==> src/rtl/fetch_redirect_ctrl_if.sv <==
// Request handshake from execute, fetch-side PC inputs and the redirect controls
// driven back into fetch, bundled for fetch_redirect_ctrl.
interface fetch_redirect_ctrl_if;
    logic        redirect_valid;
    logic        redirect_ready;
    logic [2:0]  redirect_kind;
    logic [8:0]  redirect_offset;
    logic [5:0]  redirect_target;
    logic [19:0] fetch_pc;
    logic [19:0] fetch_prev_pc;
    logic [2:0]  pcjumpenable;
    logic [8:0]  pcchange;
    logic [5:0]  pclocation;
    logic        flush;
    logic        link_valid;
    logic [19:0] link_addr;
    logic        busy;
    logic        err;

    modport master (
        output redirect_valid, redirect_kind, redirect_offset, redirect_target,
               fetch_pc, fetch_prev_pc,
        input  redirect_ready, pcjumpenable, pcchange, pclocation, flush,
               link_valid, link_addr, busy, err
    );

    modport slave (
        input  redirect_valid, redirect_kind, redirect_offset, redirect_target,
               fetch_pc, fetch_prev_pc,
        output redirect_ready, pcjumpenable, pcchange, pclocation, flush,
               link_valid, link_addr, busy, err
    );
endinterface

==> src/rtl/fetch_redirect_ctrl.sv <==
// Owns fetch's redirect controls: drives a branch/jump until fetch_pc reaches the
// target, then flushes fetch and reports link addresses. One request can be queued.
module fetch_redirect_ctrl #(
    parameter int FLUSH_CYCLES = 2,
    parameter int TIMEOUT      = 15
) (
    input logic                  clock,
    input logic                  reset,
    fetch_redirect_ctrl_if.slave rif
);
    // state    | meaning
    // IDLE     | nothing outstanding, always ready
    // REDIRECT | driving kind/offset/target until fetch_pc matches or timeout
    // FLUSH    | flush held FLUSH_CYCLES cycles, then promote pending or idle
    typedef enum logic [1:0] {
        ST_IDLE     = 2'd0,
        ST_REDIRECT = 2'd1,
        ST_FLUSH    = 2'd2
    } state_t;

    localparam logic [2:0] FL_LOAD  = 3'(FLUSH_CYCLES - 1);
    localparam logic [7:0] TMO_LOAD = 8'(TIMEOUT - 1);

    state_t      state, state_nxt;
    logic [2:0]  cur_kind, cur_kind_nxt;
    logic [19:0] cur_target, cur_target_nxt;
    logic [19:0] cur_base, cur_base_nxt;
    logic        pend_full, pend_full_nxt;
    logic [2:0]  pend_kind, pend_kind_nxt;
    logic [8:0]  pend_offset, pend_offset_nxt;
    logic [5:0]  pend_target, pend_target_nxt;
    logic [19:0] pend_base, pend_base_nxt;
    logic [7:0]  tmo_cnt, tmo_cnt_nxt;
    logic [2:0]  fl_cnt, fl_cnt_nxt;

    logic [2:0]  pcjumpenable_q, pcjumpenable_nxt;
    logic [8:0]  pcchange_q, pcchange_nxt;
    logic [5:0]  pclocation_q, pclocation_nxt;
    logic        flush_q, flush_nxt;
    logic        link_valid_q, link_valid_nxt;
    logic [19:0] link_addr_q, link_addr_nxt;
    logic        busy_q, busy_nxt;
    logic        err_q, err_nxt;

    logic        ready;
    logic        accept;
    logic        req_legal;
    logic        load_en;
    logic [2:0]  ld_kind;
    logic [8:0]  ld_offset;
    logic [5:0]  ld_target;
    logic [19:0] ld_base;

    function automatic logic kind_legal(input logic [2:0] k);
        return (k >= 3'd1) && (k <= 3'd4);
    endfunction

    function automatic logic kind_rel(input logic [2:0] k);
        return (k == 3'd1) || (k == 3'd4);
    endfunction

    function automatic logic kind_link(input logic [2:0] k);
        return (k == 3'd3) || (k == 3'd4);
    endfunction

    assign ready     = (state == ST_IDLE) || !pend_full;
    assign accept    = rif.redirect_valid && ready;
    assign req_legal = kind_legal(rif.redirect_kind);

    assign rif.redirect_ready = ready;
    assign rif.pcjumpenable   = pcjumpenable_q;
    assign rif.pcchange       = pcchange_q;
    assign rif.pclocation     = pclocation_q;
    assign rif.flush          = flush_q;
    assign rif.link_valid     = link_valid_q;
    assign rif.link_addr      = link_addr_q;
    assign rif.busy           = busy_q;
    assign rif.err            = err_q;

    always_comb begin
        state_nxt        = state;
        cur_kind_nxt     = cur_kind;
        cur_target_nxt   = cur_target;
        cur_base_nxt     = cur_base;
        pend_full_nxt    = pend_full;
        pend_kind_nxt    = pend_kind;
        pend_offset_nxt  = pend_offset;
        pend_target_nxt  = pend_target;
        pend_base_nxt    = pend_base;
        tmo_cnt_nxt      = tmo_cnt;
        fl_cnt_nxt       = fl_cnt;
        pcjumpenable_nxt = pcjumpenable_q;
        pcchange_nxt     = pcchange_q;
        pclocation_nxt   = pclocation_q;
        flush_nxt        = flush_q;
        link_valid_nxt   = 1'b0;
        link_addr_nxt    = link_addr_q;
        err_nxt          = 1'b0;
        load_en          = 1'b0;
        ld_kind          = rif.redirect_kind;
        ld_offset        = rif.redirect_offset;
        ld_target        = rif.redirect_target;
        ld_base          = rif.fetch_prev_pc;

        unique case (state)
            ST_IDLE: begin
                if (accept) begin
                    if (req_legal) load_en = 1'b1;
                    else           err_nxt = 1'b1;
                end
            end
            ST_REDIRECT: begin
                if (accept) begin
                    if (req_legal) begin
                        pend_full_nxt   = 1'b1;
                        pend_kind_nxt   = rif.redirect_kind;
                        pend_offset_nxt = rif.redirect_offset;
                        pend_target_nxt = rif.redirect_target;
                        pend_base_nxt   = rif.fetch_prev_pc;
                    end else begin
                        err_nxt = 1'b1;
                    end
                end
                // A match on the terminal-count cycle counts as completion, not timeout.
                if (rif.fetch_pc == cur_target) begin
                    state_nxt        = ST_FLUSH;
                    pcjumpenable_nxt = 3'd0;
                    flush_nxt        = 1'b1;
                    fl_cnt_nxt       = FL_LOAD;
                    if (kind_link(cur_kind)) begin
                        link_valid_nxt = 1'b1;
                        link_addr_nxt  = cur_base + 20'd1;
                    end
                end else if (tmo_cnt == 8'd0) begin
                    state_nxt        = ST_FLUSH;
                    pcjumpenable_nxt = 3'd0;
                    flush_nxt        = 1'b1;
                    fl_cnt_nxt       = FL_LOAD;
                    err_nxt          = 1'b1;
                end else begin
                    tmo_cnt_nxt = tmo_cnt - 8'd1;
                end
            end
            ST_FLUSH: begin
                if (accept && !req_legal) err_nxt = 1'b1;
                if (fl_cnt != 3'd0) begin
                    fl_cnt_nxt = fl_cnt - 3'd1;
                    if (accept && req_legal) begin
                        pend_full_nxt   = 1'b1;
                        pend_kind_nxt   = rif.redirect_kind;
                        pend_offset_nxt = rif.redirect_offset;
                        pend_target_nxt = rif.redirect_target;
                        pend_base_nxt   = rif.fetch_prev_pc;
                    end
                end else if (pend_full) begin
                    load_en       = 1'b1;
                    ld_kind       = pend_kind;
                    ld_offset     = pend_offset;
                    ld_target     = pend_target;
                    ld_base       = pend_base;
                    pend_full_nxt = 1'b0;
                end else if (accept && req_legal) begin
                    load_en = 1'b1;
                end else begin
                    state_nxt = ST_IDLE;
                    flush_nxt = 1'b0;
                end
            end
            default: state_nxt = ST_IDLE;
        endcase

        if (load_en) begin
            state_nxt        = ST_REDIRECT;
            cur_kind_nxt     = ld_kind;
            cur_base_nxt     = ld_base;
            cur_target_nxt   = kind_rel(ld_kind) ? (ld_base + {11'd0, ld_offset} - 20'd1)
                                                 : {14'd0, ld_target};
            pcjumpenable_nxt = ld_kind;
            pcchange_nxt     = ld_offset;
            pclocation_nxt   = cur_target_nxt[5:0];
            tmo_cnt_nxt      = TMO_LOAD;
            flush_nxt        = 1'b0;
        end

        busy_nxt = (state_nxt != ST_IDLE);
    end

    always_ff @(posedge clock) begin
        if (reset) begin
            state          <= ST_IDLE;
            cur_kind       <= 3'd0;
            cur_target     <= 20'd0;
            cur_base       <= 20'd0;
            pend_full      <= 1'b0;
            pend_kind      <= 3'd0;
            pend_offset    <= 9'd0;
            pend_target    <= 6'd0;
            pend_base      <= 20'd0;
            tmo_cnt        <= 8'd0;
            fl_cnt         <= 3'd0;
            pcjumpenable_q <= 3'd0;
            pcchange_q     <= 9'd0;
            pclocation_q   <= 6'd0;
            flush_q        <= 1'b0;
            link_valid_q   <= 1'b0;
            link_addr_q    <= 20'd0;
            busy_q         <= 1'b0;
            err_q          <= 1'b0;
        end else begin
            state          <= state_nxt;
            cur_kind       <= cur_kind_nxt;
            cur_target     <= cur_target_nxt;
            cur_base       <= cur_base_nxt;
            pend_full      <= pend_full_nxt;
            pend_kind      <= pend_kind_nxt;
            pend_offset    <= pend_offset_nxt;
            pend_target    <= pend_target_nxt;
            pend_base      <= pend_base_nxt;
            tmo_cnt        <= tmo_cnt_nxt;
            fl_cnt         <= fl_cnt_nxt;
            pcjumpenable_q <= pcjumpenable_nxt;
            pcchange_q     <= pcchange_nxt;
            pclocation_q   <= pclocation_nxt;
            flush_q        <= flush_nxt;
            link_valid_q   <= link_valid_nxt;
            link_addr_q    <= link_addr_nxt;
            busy_q         <= busy_nxt;
            err_q          <= err_nxt;
        end
    end
endmodule

==> src/flat_wrapper.sv <==
// flat-port wrapper written by rule: the top's interface ports become plain ports
module fetch_redirect_ctrl_flat 
#(
    parameter int FLUSH_CYCLES = 2,
    parameter int TIMEOUT      = 15
)
  (clock, reset, rif_redirect_valid, rif_redirect_kind, rif_redirect_offset, rif_redirect_target, rif_fetch_pc, rif_fetch_prev_pc, rif_redirect_ready, rif_pcjumpenable, rif_pcchange, rif_pclocation, rif_flush, rif_link_valid, rif_link_addr, rif_busy, rif_err);
  fetch_redirect_ctrl_if rif_i ();
  input logic clock;
  input logic reset;
  input wire logic [$bits(rif_i.redirect_valid)-1:0] rif_redirect_valid;
  input wire logic [$bits(rif_i.redirect_kind)-1:0] rif_redirect_kind;
  input wire logic [$bits(rif_i.redirect_offset)-1:0] rif_redirect_offset;
  input wire logic [$bits(rif_i.redirect_target)-1:0] rif_redirect_target;
  input wire logic [$bits(rif_i.fetch_pc)-1:0] rif_fetch_pc;
  input wire logic [$bits(rif_i.fetch_prev_pc)-1:0] rif_fetch_prev_pc;
  output wire logic [$bits(rif_i.redirect_ready)-1:0] rif_redirect_ready;
  output wire logic [$bits(rif_i.pcjumpenable)-1:0] rif_pcjumpenable;
  output wire logic [$bits(rif_i.pcchange)-1:0] rif_pcchange;
  output wire logic [$bits(rif_i.pclocation)-1:0] rif_pclocation;
  output wire logic [$bits(rif_i.flush)-1:0] rif_flush;
  output wire logic [$bits(rif_i.link_valid)-1:0] rif_link_valid;
  output wire logic [$bits(rif_i.link_addr)-1:0] rif_link_addr;
  output wire logic [$bits(rif_i.busy)-1:0] rif_busy;
  output wire logic [$bits(rif_i.err)-1:0] rif_err;
  assign rif_i.redirect_valid = rif_redirect_valid;
  assign rif_i.redirect_kind = rif_redirect_kind;
  assign rif_i.redirect_offset = rif_redirect_offset;
  assign rif_i.redirect_target = rif_redirect_target;
  assign rif_i.fetch_pc = rif_fetch_pc;
  assign rif_i.fetch_prev_pc = rif_fetch_prev_pc;
  assign rif_redirect_ready = rif_i.redirect_ready;
  assign rif_pcjumpenable = rif_i.pcjumpenable;
  assign rif_pcchange = rif_i.pcchange;
  assign rif_pclocation = rif_i.pclocation;
  assign rif_flush = rif_i.flush;
  assign rif_link_valid = rif_i.link_valid;
  assign rif_link_addr = rif_i.link_addr;
  assign rif_busy = rif_i.busy;
  assign rif_err = rif_i.err;
  fetch_redirect_ctrl #(.FLUSH_CYCLES(FLUSH_CYCLES), .TIMEOUT(TIMEOUT)) u_core (.clock(clock), .reset(reset), .rif(rif_i));
endmodule
==> config.mk <==
export PLATFORM = sky130hd
export DESIGN_NAME = fetch_redirect_ctrl_flat
export DESIGN_NICKNAME = d
export VERILOG_FILES = /design/src/rtl/fetch_redirect_ctrl_if.sv /design/src/rtl/fetch_redirect_ctrl.sv /design/src/flat_wrapper.sv
export SDC_FILE = /design/constraint.sdc
export NUM_CORES = 1
export LEC_CHECK = 0
export BUFFER_PORTS_ARGS = -buffer_cell sky130_fd_sc_hd__buf_4
export CAP_MARGIN = 20
export CORE_MARGIN = 2
export CORE_UTILIZATION = 55
export CTS_BUF_LIST = sky130_fd_sc_hd__clkbuf_8 sky130_fd_sc_hd__clkbuf_16
export CTS_CLUSTER_DIAMETER = 80
export DETAILED_ROUTE_END_ITERATION = 6
export GPL_ROUTABILITY_DRIVEN = 1
export GPL_TIMING_DRIVEN = 0
export PLACE_DENSITY = 0.77
export SYNTH_ARGS = -nofsm -noshare
export SYNTH_HDL_FRONTEND = slang
export SYNTH_SLANG_ARGS = --single-unit
export TNS_END_PERCENT = 30
==> constraint.sdc <==
create_clock -name clock -period 4.6 [get_ports clock]
set_input_delay 0.46 -clock clock [delete_from_list [all_inputs] [get_ports clock]]
set_output_delay 0.46 -clock clock [all_outputs]
set_load 0.005 [all_outputs]
==> flow_summary.json <==
{
  "worst_ep_required_time_ps": 4930,
  "vias": 6365,
  "ir_drop_mv": 0.304,
  "gp_congestion": 0.981,
  "hold_viol": 0,
  "core_area_mm2": 0.0126,
  "diodes": 0,
  "clock_tree.root_cell": "clkbuf_16",
  "synthTopCellsByArea": "dfxtp_1 (37%), ha_1 (6.4%), nand2_1 (6.2%), mux2i_1 (6.1%), a211oi_1 (5.1%)",
  "synth_edf_count": 0,
  "drive_gt1_frac": 0.198,
  "max_slew_margin": 0.511,
  "power.density_mw_per_mm2": 400,
  "async_flop_share": 0,
  "track_usage": 0.281,
  "clk_latency_ps": 440,
  "status": "finished clean",
  "rsz0062_at_grt": "false",
  "synthCells": 832,
  "holdBufCountCts": 0,
  "hpwl_um": 14300,
  "grt_pass1_vias": 5743,
  "hold_path.class": "input pin to register",
  "grt_max_degree": 17,
  "totalWireLength_um": 19000,
  "grt_overflow": 0,
  "post_cts_buffers": 0,
  "antenna_left": 0,
  "leakage_nw": 3.76,
  "layout_worst_path_cycle_share": 0.951,
  "crit_slowest_cell": "dfxtp_1",
  "worstPathCellList": "inv_1, ha_1, clkbuf_2, nand3_1, buf_4, buf_4, mux2i_1, ha_1, inv_1, ha_1, inv_1, fa_1, nor2b_4, o31a_4, o311ai_4, a31oi_2, a311oi_2, xnor2_1, a22o_1",
  "cts_tree": "yes",
  "io_buffers": 103,
  "syn_area_mm2": 0.00704,
  "dieArea_mm2": 0.0137,
  "fin_nets": 1052,
  "htreeDepth": 4,
  "drc": 0,
  "critPathArrivalTime_ps": 4700,
  "grt_first_pass_wirelength_um": 29300,
  "clk_pin_slew_ps": 60,
  "ys_seq_area_frac": 0.373,
  "max_slew.worst_pin.slew_ps": 731,
  "cap_violations": 0,
  "setup_viol": 0,
  "placed_cell_area_mm2": 0.00803,
  "std_cell_rows": 41,
  "drv_slew": 0,
  "ys_ff_latch": 131,
  "routedWlPerCell_um": 16.7,
  "synth_nets": 930,
  "drt-initial-drc-count": 386,
  "criticalPathCategory": "register to register",
  "setup_tns_ps": 0,
  "fin_crit_ps": 4370,
  "start_util": 0.560,
  "vias_per_cell": 5.59,
  "synth_common_cells": "dfxtp_1 (131), nand2_1 (116), nor2_1 (84), a21oi_1 (62), a211oi_1 (48)",
  "synth_top_cell_area_share": 0.373,
  "slowest_delay_ps": 450,
  "stdcell_area_mm2": 0.00867,
  "pin_count": 104,
  "clock_sinks": 131,
  "fmax_mhz": 229,
  "yosys_warnings": 0,
  "skew_ps": 9.15,
  "crit_path_end_kind": "register",
  "antenna_found_initial": 0,
  "drt_first_pass_iters": 5,
  "start_kind": "register",
  "syn_avg_cell_area_um2": 8.46,
  "cts_resized": 0,
  "layout-area-overhead-vs-synth_pct": 23.1,
  "cp_max_fo": 10,
  "synth_top_cell_by_area": "dfxtp_1",
  "die_x_um": 117,
  "ys_types": 63,
  "die_h_um": 117,
  "synthMostInstantiatedCell": "dfxtp_1",
  "cts.path.max_buffers": 2,
  "cts_buffers": 17,
  "synthFlopType": "dfxtp_1"
}
state kept, by name, indices dropped and copies added (netlist names), 2 cells and up:
signal and cells:
u_core.state 2, u_core.pend_base 20, u_core.rif.pcchange 9, u_core.pend_target 6
u_core.rif.link_addr 20, u_core.pend_offset 9, u_core.fl_cnt 3, u_core.cur_kind 3
u_core.rif.pcjumpenable 3, u_core.tmo_cnt 8, u_core.cur_target 20, u_core.cur_base 20
u_core.pend_kind 3
layout by cell type (no fill, tap or decap), types with 17 or more instances in the layout:
cell type  count
clkbuf_1      22
clkbuf_16     17
buf_4        115
a211oi_1      48
mux2i_1       37
dfxtp_1      131
xor2_1        34
a21oi_1       62
nor2_1        84
ha_1          36
xnor2_1       24
nand2_1      116
inv_1         43
report_power, final:
group | leakage, nW | switching, W | total (W) | internal, W
combinational | 2.41 | 0.000459 | 0.000789 | 0.000330
sequential | 1.07 | 0.0000841 | 0.00133 | 0.00124
clock | 0.285 | 0.000585 | 0.00136 | 0.000770
area by class of cell:
class                           count  area [um^2]
Clock buffer                       17          425
Buffer                             50          270
Inverter                           43          161
Sequential cell                   131         2620
Clock inverter                     15          163
Multi-Input combinational cell    608         4040
Timing Repair Buffer              103          773
Fill cell                        1043         3900
Tap cell                          172          215
worst paths after layout:
check                         from                    end  slack, ps  depth (start not counted)
max reg2reg        u_core.state[0]  u_core.cur_target[17]        230                         19
min          rif_fetch_prev_pc[14]   u_core.pend_base[14]        280                          3
max                u_core.state[0]  u_core.cur_target[17]        230                         19
min reg2reg  u_core.pend_target[5]  u_core.pend_target[5]        450                          2
critical path, delay by kind of cell (launching register included):
family,cells,cell delay (ps)
flip-flops,1,450
XOR/XNOR,1,110
multiplexers,1,310
buffers and inverters,6,960
AND/OR/NAND/NOR,2,270
AO/OA/AOI/OAI,5,1320
adder cells (fa/ha/maj),4,830
routing by layer:
layer	global-route usage	vias up	wire length (um)
li1	-	3157	-
met1	0.362	2986	8370
met2	0.471	188	9240
met3	0.0675	34	1060
met4	0.0808	0	362
met5	0	-	0
cell families (layout without fill, tap and decap cells):
logic type      Yosys count  in the layout  share of synthesized area
xor+xnor                 58             58                     0.0722
buf+inv                  93            228                     0.0594
fa+ha+maj                37             37                     0.0668
compound gates          191            191                      0.191
flops                   131            131                      0.373
simple gates            279            279                      0.177
mux                      43             43                     0.0612
metrics by stage:
step	power (W)	instances	setup WS, ps	util	hold slack, ps
6_report	0.00347	1139	227	0.689	283
5_1_grt	0.00362	1139	19.9	0.689	278
4_1_cts	0.00347	1139	9.60	0.685	270
3_5_place_dp	0.00212	1107	38.4	0.639	446
3_3_place_gp	0.00210	1107	74.9	0.639	440
2_1_floorplan	0.00186	832	735	-	436
Note: power is estimated with default switching activity, not from simulation.
